[config.mk]
export PLATFORM = sky130hd
export DESIGN_NAME = store_commit_buffer
export DESIGN_NICKNAME = d
export VERILOG_FILES = /design/src/rtl/types_pkg.sv /design/src/rtl/sb_overlap_chk.sv /design/src/rtl/store_commit_buffer.sv
export SDC_FILE = /design/constraint.sdc
export NUM_CORES = 2
export LEC_CHECK = 0
export ABC_AREA = 1
export BUFFER_PORTS_ARGS = -buffer_cell sky130_fd_sc_hd__buf_4
export CAP_MARGIN = 20
export CORE_MARGIN = 5
export CORE_UTILIZATION = 62
export DETAILED_ROUTE_END_ITERATION = 8
export PLACE_DENSITY_LB_ADDON = 0.3
export SLEW_MARGIN = 20
export SYNTH_ARGS = -nofsm -noshare
export SYNTH_HDL_FRONTEND = slang
export SYNTH_SLANG_ARGS = --single-unit
[constraint.sdc]
create_clock -name clk -period 38.2 [get_ports clk]
set_input_delay 5.73 -clock clk [delete_from_list [all_inputs] [get_ports clk]]
set_output_delay 5.73 -clock clk [all_outputs]
set_load 0.02 [all_outputs]
[src/rtl/types_pkg.sv]
// Shared types for the store commit buffer: queue entry layout and load width codes.
package types_pkg;

   // Widest address an entry can hold; the top's ADDR_W must not exceed it.
   localparam int SB_ADDR_W = 32;

   localparam logic [2:0] LW  = 3'b010;
   localparam logic [2:0] LBU = 3'b100;

   typedef struct packed {
      logic [SB_ADDR_W-1:0] addr;
      logic [31:0]          data;
      logic                 sh;
      logic [4:0]           rob_tag;
      logic                 valid;
   } sb_entry_t;

endpackage

[src/rtl/sb_overlap_chk.sv]
// Byte-range overlap test between one queued store and a candidate load.
module sb_overlap_chk
   import types_pkg::*;
#(
   parameter int ADDR_W = 32
) (
   input  logic [ADDR_W-1:0] st_addr,
   input  logic              st_sh,
   input  logic [ADDR_W-1:0] ld_addr,
   input  logic [2:0]        ld_func3,
   output logic              hit
);

   // Two extra bits keep range ends from wrapping past the top of memory.
   localparam int RW = ADDR_W + 2;

   logic [RW-1:0] st_lo, st_hi, ld_lo, ld_hi;

   always_comb begin
      st_lo = RW'(st_addr);
      st_hi = st_lo + (st_sh ? RW'(1) : RW'(3));
      ld_lo = RW'(ld_addr);
      case (ld_func3)
         LBU:     ld_hi = ld_lo;
         LW:      ld_hi = ld_lo + RW'(3);
         default: ld_hi = ld_lo + RW'(3);
      endcase
      hit = (st_lo <= ld_hi) && (ld_lo <= st_hi);
   end

endmodule

[src/rtl/store_commit_buffer.sv]
// In-order buffer of committed stores draining to data memory, with load overlap detection.
module store_commit_buffer
   import types_pkg::*;
#(
   parameter int DEPTH  = 8,
   parameter int ADDR_W = 32
) (
   input  logic                        clk,
   input  logic                        reset,
   input  logic                        enq_valid,
   output logic                        enq_ready,
   input  logic [ADDR_W-1:0]           enq_addr,
   input  logic [31:0]                 enq_data,
   input  logic                        enq_sh,
   input  logic [4:0]                  enq_rob_tag,
   input  logic                        mem_busy,
   output logic                        store_wb,
   output logic [ADDR_W-1:0]           wb_addr,
   output logic [31:0]                 wb_data,
   output logic                        wb_sh,
   output logic [4:0]                  wb_rob_tag,
   input  logic [ADDR_W-1:0]           ld_addr,
   input  logic [2:0]                  ld_func3,
   output logic                        ld_conflict,
   output logic [$clog2(DEPTH):0]      count,
   output logic                        empty,
   output logic                        full
);

   localparam int PTR_W = $clog2(DEPTH);
   localparam int CNT_W = PTR_W + 1;

   sb_entry_t        q [DEPTH];
   logic [PTR_W-1:0] head, tail;
   logic             do_enq, do_drain;
   logic [DEPTH-1:0] hit, valid_vec;

   assign full      = (count == CNT_W'(DEPTH));
   assign empty     = (count == '0);
   assign enq_ready = !full;
   assign do_enq    = enq_valid && !full;
   assign do_drain  = !empty && !mem_busy;

   for (genvar i = 0; i < DEPTH; i++) begin : g_chk
      sb_overlap_chk #(.ADDR_W(ADDR_W)) u_chk (
         .st_addr  (ADDR_W'(q[i].addr)),
         .st_sh    (q[i].sh),
         .ld_addr  (ld_addr),
         .ld_func3 (ld_func3),
         .hit      (hit[i])
      );
      assign valid_vec[i] = q[i].valid;
   end

   assign ld_conflict = |(hit & valid_vec);

   always_ff @(posedge clk or posedge reset) begin
      if (reset) begin
         head       <= '0;
         tail       <= '0;
         count      <= '0;
         store_wb   <= 1'b0;
         wb_addr    <= '0;
         wb_data    <= '0;
         wb_sh      <= 1'b0;
         wb_rob_tag <= '0;
         for (int i = 0; i < DEPTH; i++) q[i] <= '0;
      end else begin
         store_wb <= do_drain;
         // head and tail only coincide when empty or full, so these never touch the same slot.
         if (do_drain) begin
            wb_addr       <= ADDR_W'(q[head].addr);
            wb_data       <= q[head].data;
            wb_sh         <= q[head].sh;
            wb_rob_tag    <= q[head].rob_tag;
            q[head].valid <= 1'b0;
            head          <= head + PTR_W'(1);
         end
         if (do_enq) begin
            q[tail] <= '{addr: SB_ADDR_W'(enq_addr), data: enq_data, sh: enq_sh,
                         rob_tag: enq_rob_tag, valid: 1'b1};
            tail    <= tail + PTR_W'(1);
         end
         case ({do_enq, do_drain})
            2'b10:   count <= count + CNT_W'(1);
            2'b01:   count <= count - CNT_W'(1);
            default: count <= count;
         endcase
      end
   end

endmodule

# Yosys cells after proc, flatten, opt, wreduce, memory -nomap -nowiden
# Index checks and enable logic that the tools add are counted.
dict set report op_classes {
  n_eq_ne 4
  n_reduce_logical 18
  bitwise 3
  magnitude_cmp 20
  addsub 13
  n_mux 21
}
# cell count
set ops {}
lappend ops {{568-bit bitwise mux} 2}
lappend ops {{568-bit two-way mux} 2}
lappend ops {{32-bit by 34-bit less-or-equal comparator with 1-bit output} 16}
lappend ops {{71-bit demux with 3-bit select} 2}
lappend ops {{32-bit by 34-bit adder with 34-bit output} 8}
lappend ops {{71-bit binary-select mux with 3-bit select} 1}
lappend ops {{71-bit two-way mux} 3}
lappend ops {{34-bit two-way mux} 1}
lappend ops {{32-bit by 2-bit adder with 33-bit output, second input constant} 1}
lappend ops {{2-bit two-way mux} 8}
lappend ops {{1-bit logical AND} 12}
lappend ops {{8-bit AND} 1}
lappend ops {{4-bit greater-or-equal comparator, second input constant} 2}
lappend ops {{4-bit by 1-bit less-than comparator with 1-bit output, second input constant} 2}
lappend ops {{3-bit NOT with 4-bit output} 2}
lappend ops {{4-bit case mux with 2 select lines} 1}
lappend ops {{8-bit OR reduction} 1}
lappend ops {{3-bit by 1-bit adder with 3-bit output, second input constant} 2}
lappend ops {{4-bit by 1-bit adder with 4-bit output, second input constant} 1}
lappend ops {{4-bit equality test, second input constant} 1}
lappend ops {{4-bit logical NOT} 1}
lappend ops {{4-bit by 1-bit subtractor with 4-bit output, second input constant} 1}
lappend ops {{3-bit equality test, second input constant} 1}
lappend ops {{1-bit logical NOT} 3}
lappend ops {{4 further kinds} 4}
dict set report word_totals {
  elab_cells 127
  ff_bits 649
  out_inout_bits 79
  in_bits 109
}

# Longest topological paths before layout
dict set report depth {
  word_depth 9
  depth_mapped 32
  ltp_nobuf 32
}

# Hierarchy
# Synthesis repeated with hierarchy kept, for this count alone.
dict set report unflattened {
  cells_unflattened 7810
  area_unflattened_um2 55121.6
}
# mod cells_per_inst seq_area_each_um2 area_per_inst_um2 n_inst
set by_module_without_submodules {}
lappend by_module_without_submodules {store_commit_buffer 3303 16240.6 28725.0 1}
lappend by_module_without_submodules {{sb_overlap_chk at g_chk[2].u_chk ...} 560 0.0 3284.4 4}
lappend by_module_without_submodules {{sb_overlap_chk at g_chk[0].u_chk ...} 586 0.0 3395.8 2}
lappend by_module_without_submodules {{sb_overlap_chk at g_chk[1].u_chk} 576 0.0 3363.2 1}
lappend by_module_without_submodules {{sb_overlap_chk at g_chk[6].u_chk} 519 0.0 3104.2 1}

# Worst setup path before layout
# Ideal clock, no wire load.
dict set report synth_path {
  kind {input port to output port}
  start {input port ld_addr[0]}
  end {output port ld_conflict}
  n_path_buf 0
  t_arrival_ps 8874
  path_slack_ps 23596
  required_time_ps 32470
  path_stages 23
  path_cell_list {inv_1 -> ha_1 -> nor2_1 -> nand2_1 -> nor3_1 -> nand2_1 -> nor2_1 -> nand3_1 -> nor2_1 -> nand4_1 -> nor2_1 -> xor2_1 -> ha_1 -> nand2_1 -> nor4_1 -> nand3_1 -> nor2_1 -> nand4_1 -> nand2_1 -> nand2_1 -> nand2_1 -> nor2_1 -> nand2_1}
}
dict set report synth_between {
  elab_chain_cells 6
  elab_cells_between_ends 28
  classes_between {add/sub: 1; order compare: 16; mux: 1; bitwise: 1; reduce/logical: 9}
}
# item line
set synth_rtl {}
lappend synth_rtl {{from (decl)} store_commit_buffer.sv:22} ;# input logic [ADDR_W-1:0] ld_addr,
lappend synth_rtl {{32-bit by 2-bit adder with 33-bit output} {sb_overlap_chk.sv:25, sb_overlap_chk.sv:26}}
lappend synth_rtl {{34-bit two-way mux} -}
lappend synth_rtl {{32-bit by 34-bit less-or-equal comparator with 1-bit output} sb_overlap_chk.sv:28} ;# hit = (st_lo <= ld_hi) && (ld_lo <= st_hi);
lappend synth_rtl {{1-bit logical AND} sb_overlap_chk.sv:28}
lappend synth_rtl {{8-bit AND (*)} store_commit_buffer.sv:55} ;# assign ld_conflict = |(hit & valid_vec);
lappend synth_rtl {{8-bit OR reduction (*)} store_commit_buffer.sv:55}
lappend synth_rtl {{to (decl)} store_commit_buffer.sv:24} ;# output logic ld_conflict,
# Mark *: on every way between the ends. The rest lies on a longest branch, timed or not.

# Worst setup path after layout
# Same ends and word-level chain as after synthesis.

==> impl_metrics.ini <==
[routing]
wire_per_inst_microns = 25.3
wl_microns = 182000
ant_nets = 0
drt-initial-drc-count = 6119
dr.pass1.iters = 6
drcViolationCount = 0
vias = 46300
via_per_inst = 6.44

[floorplan]
pin_count = 188
die-area_sq_um = 79700
start_util_pct = 62.8
core_sq_um = 73200
die_y_microns = 282
die_w_microns = 282
row_count = 99

[layout]
stdcell_count = 7183
drive_gt1_share_pct = 6.67
areaGrowthSynthToFinish_pct = 10.1
nNetsFinal = 6790

[setup_path]
reg2reg_depth = 8
arrival_ns = 10.52
crit_buf_inv = 3
max_stage_delay_ns = 0.82
setup.worst_path.end_class = output pin
cp.required_ns = 32.47
crit_top_cell = nand2_1
r2r-start = head[0]$_DFFE_PP0P_
r2r_end = wb_addr[20]$_DFFE_PP0P_
critPathLaunchType = input pin
rrSetupSlack_ns = 33.98
cp_max_fo = 9
critPathKind = in -> out
cp_top_family = simple AND/OR/NAND/NOR gates
slowest_stage = xor2_1

[run]
drv_cap = 0

[sta]
min_period_over_period_pct = 42.5
rsz0062_at_grt = false
fin_crit_ns = 16.25
fmax_mhz = 61.5
setup_viol = 0
tns_ns = 0
slew_headroom_pct = 20.7
finalHoldViolCount = 0
slew_violations = 0
max_slew.worst_pin.slew_ns = 1.18
fin_skew_ns = 0.0341

[worst_hold_path]
hold_start = q[377]$_DFFE_PP0P_
hold_depth = 2
holdCritPathClass = reg -> reg
min_to = q[377]$_DFFE_PP0P_

[cts]
clock_latency_ns = 0.67
cts-root-buf = clkbuf_16
cts_inserted_buffers = 72
cts_sinks = 649
cts_tree = yes
postCtsResizedCells = 0
cts_buffer_depth = 3
clkTransAtPathRegs_ns = 0.06
hold_buffers = 0
post_cts_buffers = 0
htree_levels = 3

[outcome]
status = finished, final reports clean

[global_routing]
antenna_found_initial = 14
grt_pass1_vias = 43600
grtUsageMet1_pct = 58.0
grt_overflow = 0
grt_max_degree = 127
top_usage_layer = met2
grtUsageTotal_pct = 44.9
grtUsageMet2_pct = 67.4
grt_util_met3_pct = 12.0
grt_pass1_wl_microns = 269000

[synth]
synth.avg_cell_area_sq_um = 7.54
synthArstFlopShare_pct = 100
netlist_instances = 6097
ys.flop_type = dfrtp_1
syn_nets = 6725
syn_area_sq_um = 46000
synth_seq_area_share_pct = 35.3
yosysUniqueCellTypes = 50
synth_edf_count = 0
synth-seq-cells = 649
yosysWarnings = 0

[placement]
routabilityCongestion = 1.07
port_buffers = 187
dpl.hpwl_microns = 130000
dp_cells = 7047

[power_and_ir_drop]
peakVddDrop_uv = 62.4
p_leak_nw = 24.7
p_per_area_nw_per_um2 = 82.5
[placed cells by master (no fill, tap or decap), types with 14 or more instances in the layout]
master,synthesis,layout
nor2_1,462,459
clkbuf_8,0,15
dfrtp_1,649,648
a211oi_1,16,16
o2111ai_1,15,15
nor4_1,66,64
nor2_2,14,14
nand4_1,125,125
clkinv_2,0,14
a21oi_1,310,310
nand3_1,148,148
nand2_1,1423,1423
xnor2_1,42,42
inv_1,566,562
ha_1,510,510
o22ai_1,82,82
clkbuf_1,192,14
buf_4,1,238
xor2_1,210,210
o21ai_0,985,984
clkbuf_16,0,72
o21a_1,18,18
nor3_1,88,88
o21bai_1,20,20
[worst min-delay path, stage by stage, from the launching register on]
cell     delay, ns
dfrtp_1       0.34
nand2_1       0.05
o21ai_0       0.06
[through the flow]
stage	worst slack, ns	cell area, sq um	utilization (%)	power (mW)	hold WS, ns
2_1_floorplan	14.29	46000	-	2.56	0.448
3_3_place_gp	22.12	48000	65.6	3.24	0.460
3_5_place_dp	22.08	48000	65.6	3.31	0.466
4_1_cts	22.08	50600	69.1	4.09	0.483
5_1_grt	21.59	50600	69.1	4.44	0.498
6_report	21.95	50600	69.1	4.17	0.481
[synthesized netlist by cell type, types with 14 or more instances]
library cell	number	area [sq um]
a211oi_1	16	120
a21oi_1	310	1550
buf_2	52	260
clkbuf_1	192	721
dfrtp_1	649	16200
ha_1	510	6380
inv_1	566	2120
nand2_1	1423	5340
nand3_1	148	741
nand4_1	125	782
nor2_1	462	1730
nor2_2	14	87.6
nor3_1	88	440
nor4_1	66	413
o2111ai_1	15	131
o21a_1	18	135
o21ai_0	985	4930
o21bai_1	20	150
o22ai_1	82	513
xnor2_1	42	368
xor2_1	210	1840
[flip-flops by register name (all words and copies together), names as in the netlist]
| register | flops |
|---|---|
| head | 3 |
| wb_addr | 32 |
| count | 4 |
| q | 568 |
| store_wb | 1 |
| tail | 3 |
| wb_rob_tag | 5 |
| wb_sh | 1 |
| wb_data | 32 |
[kinds of logic (layout without fill, tap and decap cells)]
| group | count (synthesis) | in the layout | share of synthesized area, % |
|---|---|---|---|
| xor+xnor | 252 | 252 | 4.80 |
| simple gates | 2367 | 2367 | 21.6 |
| flops | 649 | 649 | 35.3 |
| fa+ha+maj | 519 | 519 | 14.3 |
| buf+inv | 816 | 940 | 6.81 |
| other cells | 0 | 3 | 0 |
| compound gates | 1494 | 1494 | 17.2 |
[layout make-up]
type	instances	area, sq um
clock buffers	101	2060
flip-flops and latches	649	16200
well taps	959	1200
multi-input cells	4632	26600
fillers	6040	22600
repair buffers	238	1790
diodes	3	7.51
clock inverters	32	526
inverters	569	2150
[routing by layer]
| layer | up-vias | share of wire (%) |
|---|---|---|
| met4 | 4 | 7.8 |
| met5 | - | 0.014 |
| met1 | 21700 | 37 |
| li1 | 20700 | - |
| met2 | 3114 | 43 |
| met3 | 754 | 13 |
[worst max path at each step]
stage                     from  cells after the start  slack [ns]                    to
global route        ld_addr[0]                     25       21.59           ld_conflict
detailed placement  ld_addr[0]                     25       22.08           ld_conflict
finish              ld_addr[0]                     25       21.95           ld_conflict
CTS                 ld_addr[0]                     25       22.08           ld_conflict
floorplan                reset                      1       14.29  count[0]$_DFFE_PP0P_
global placement    ld_addr[0]                     25       22.12           ld_conflict
[where the power goes]
group	internal [mW]	switching [mW]
clock	0.439	0.321
combinational	0.671	1.32
sequential	0.992	0.437
No activity file was read; power rests on OpenSTA's default activity.
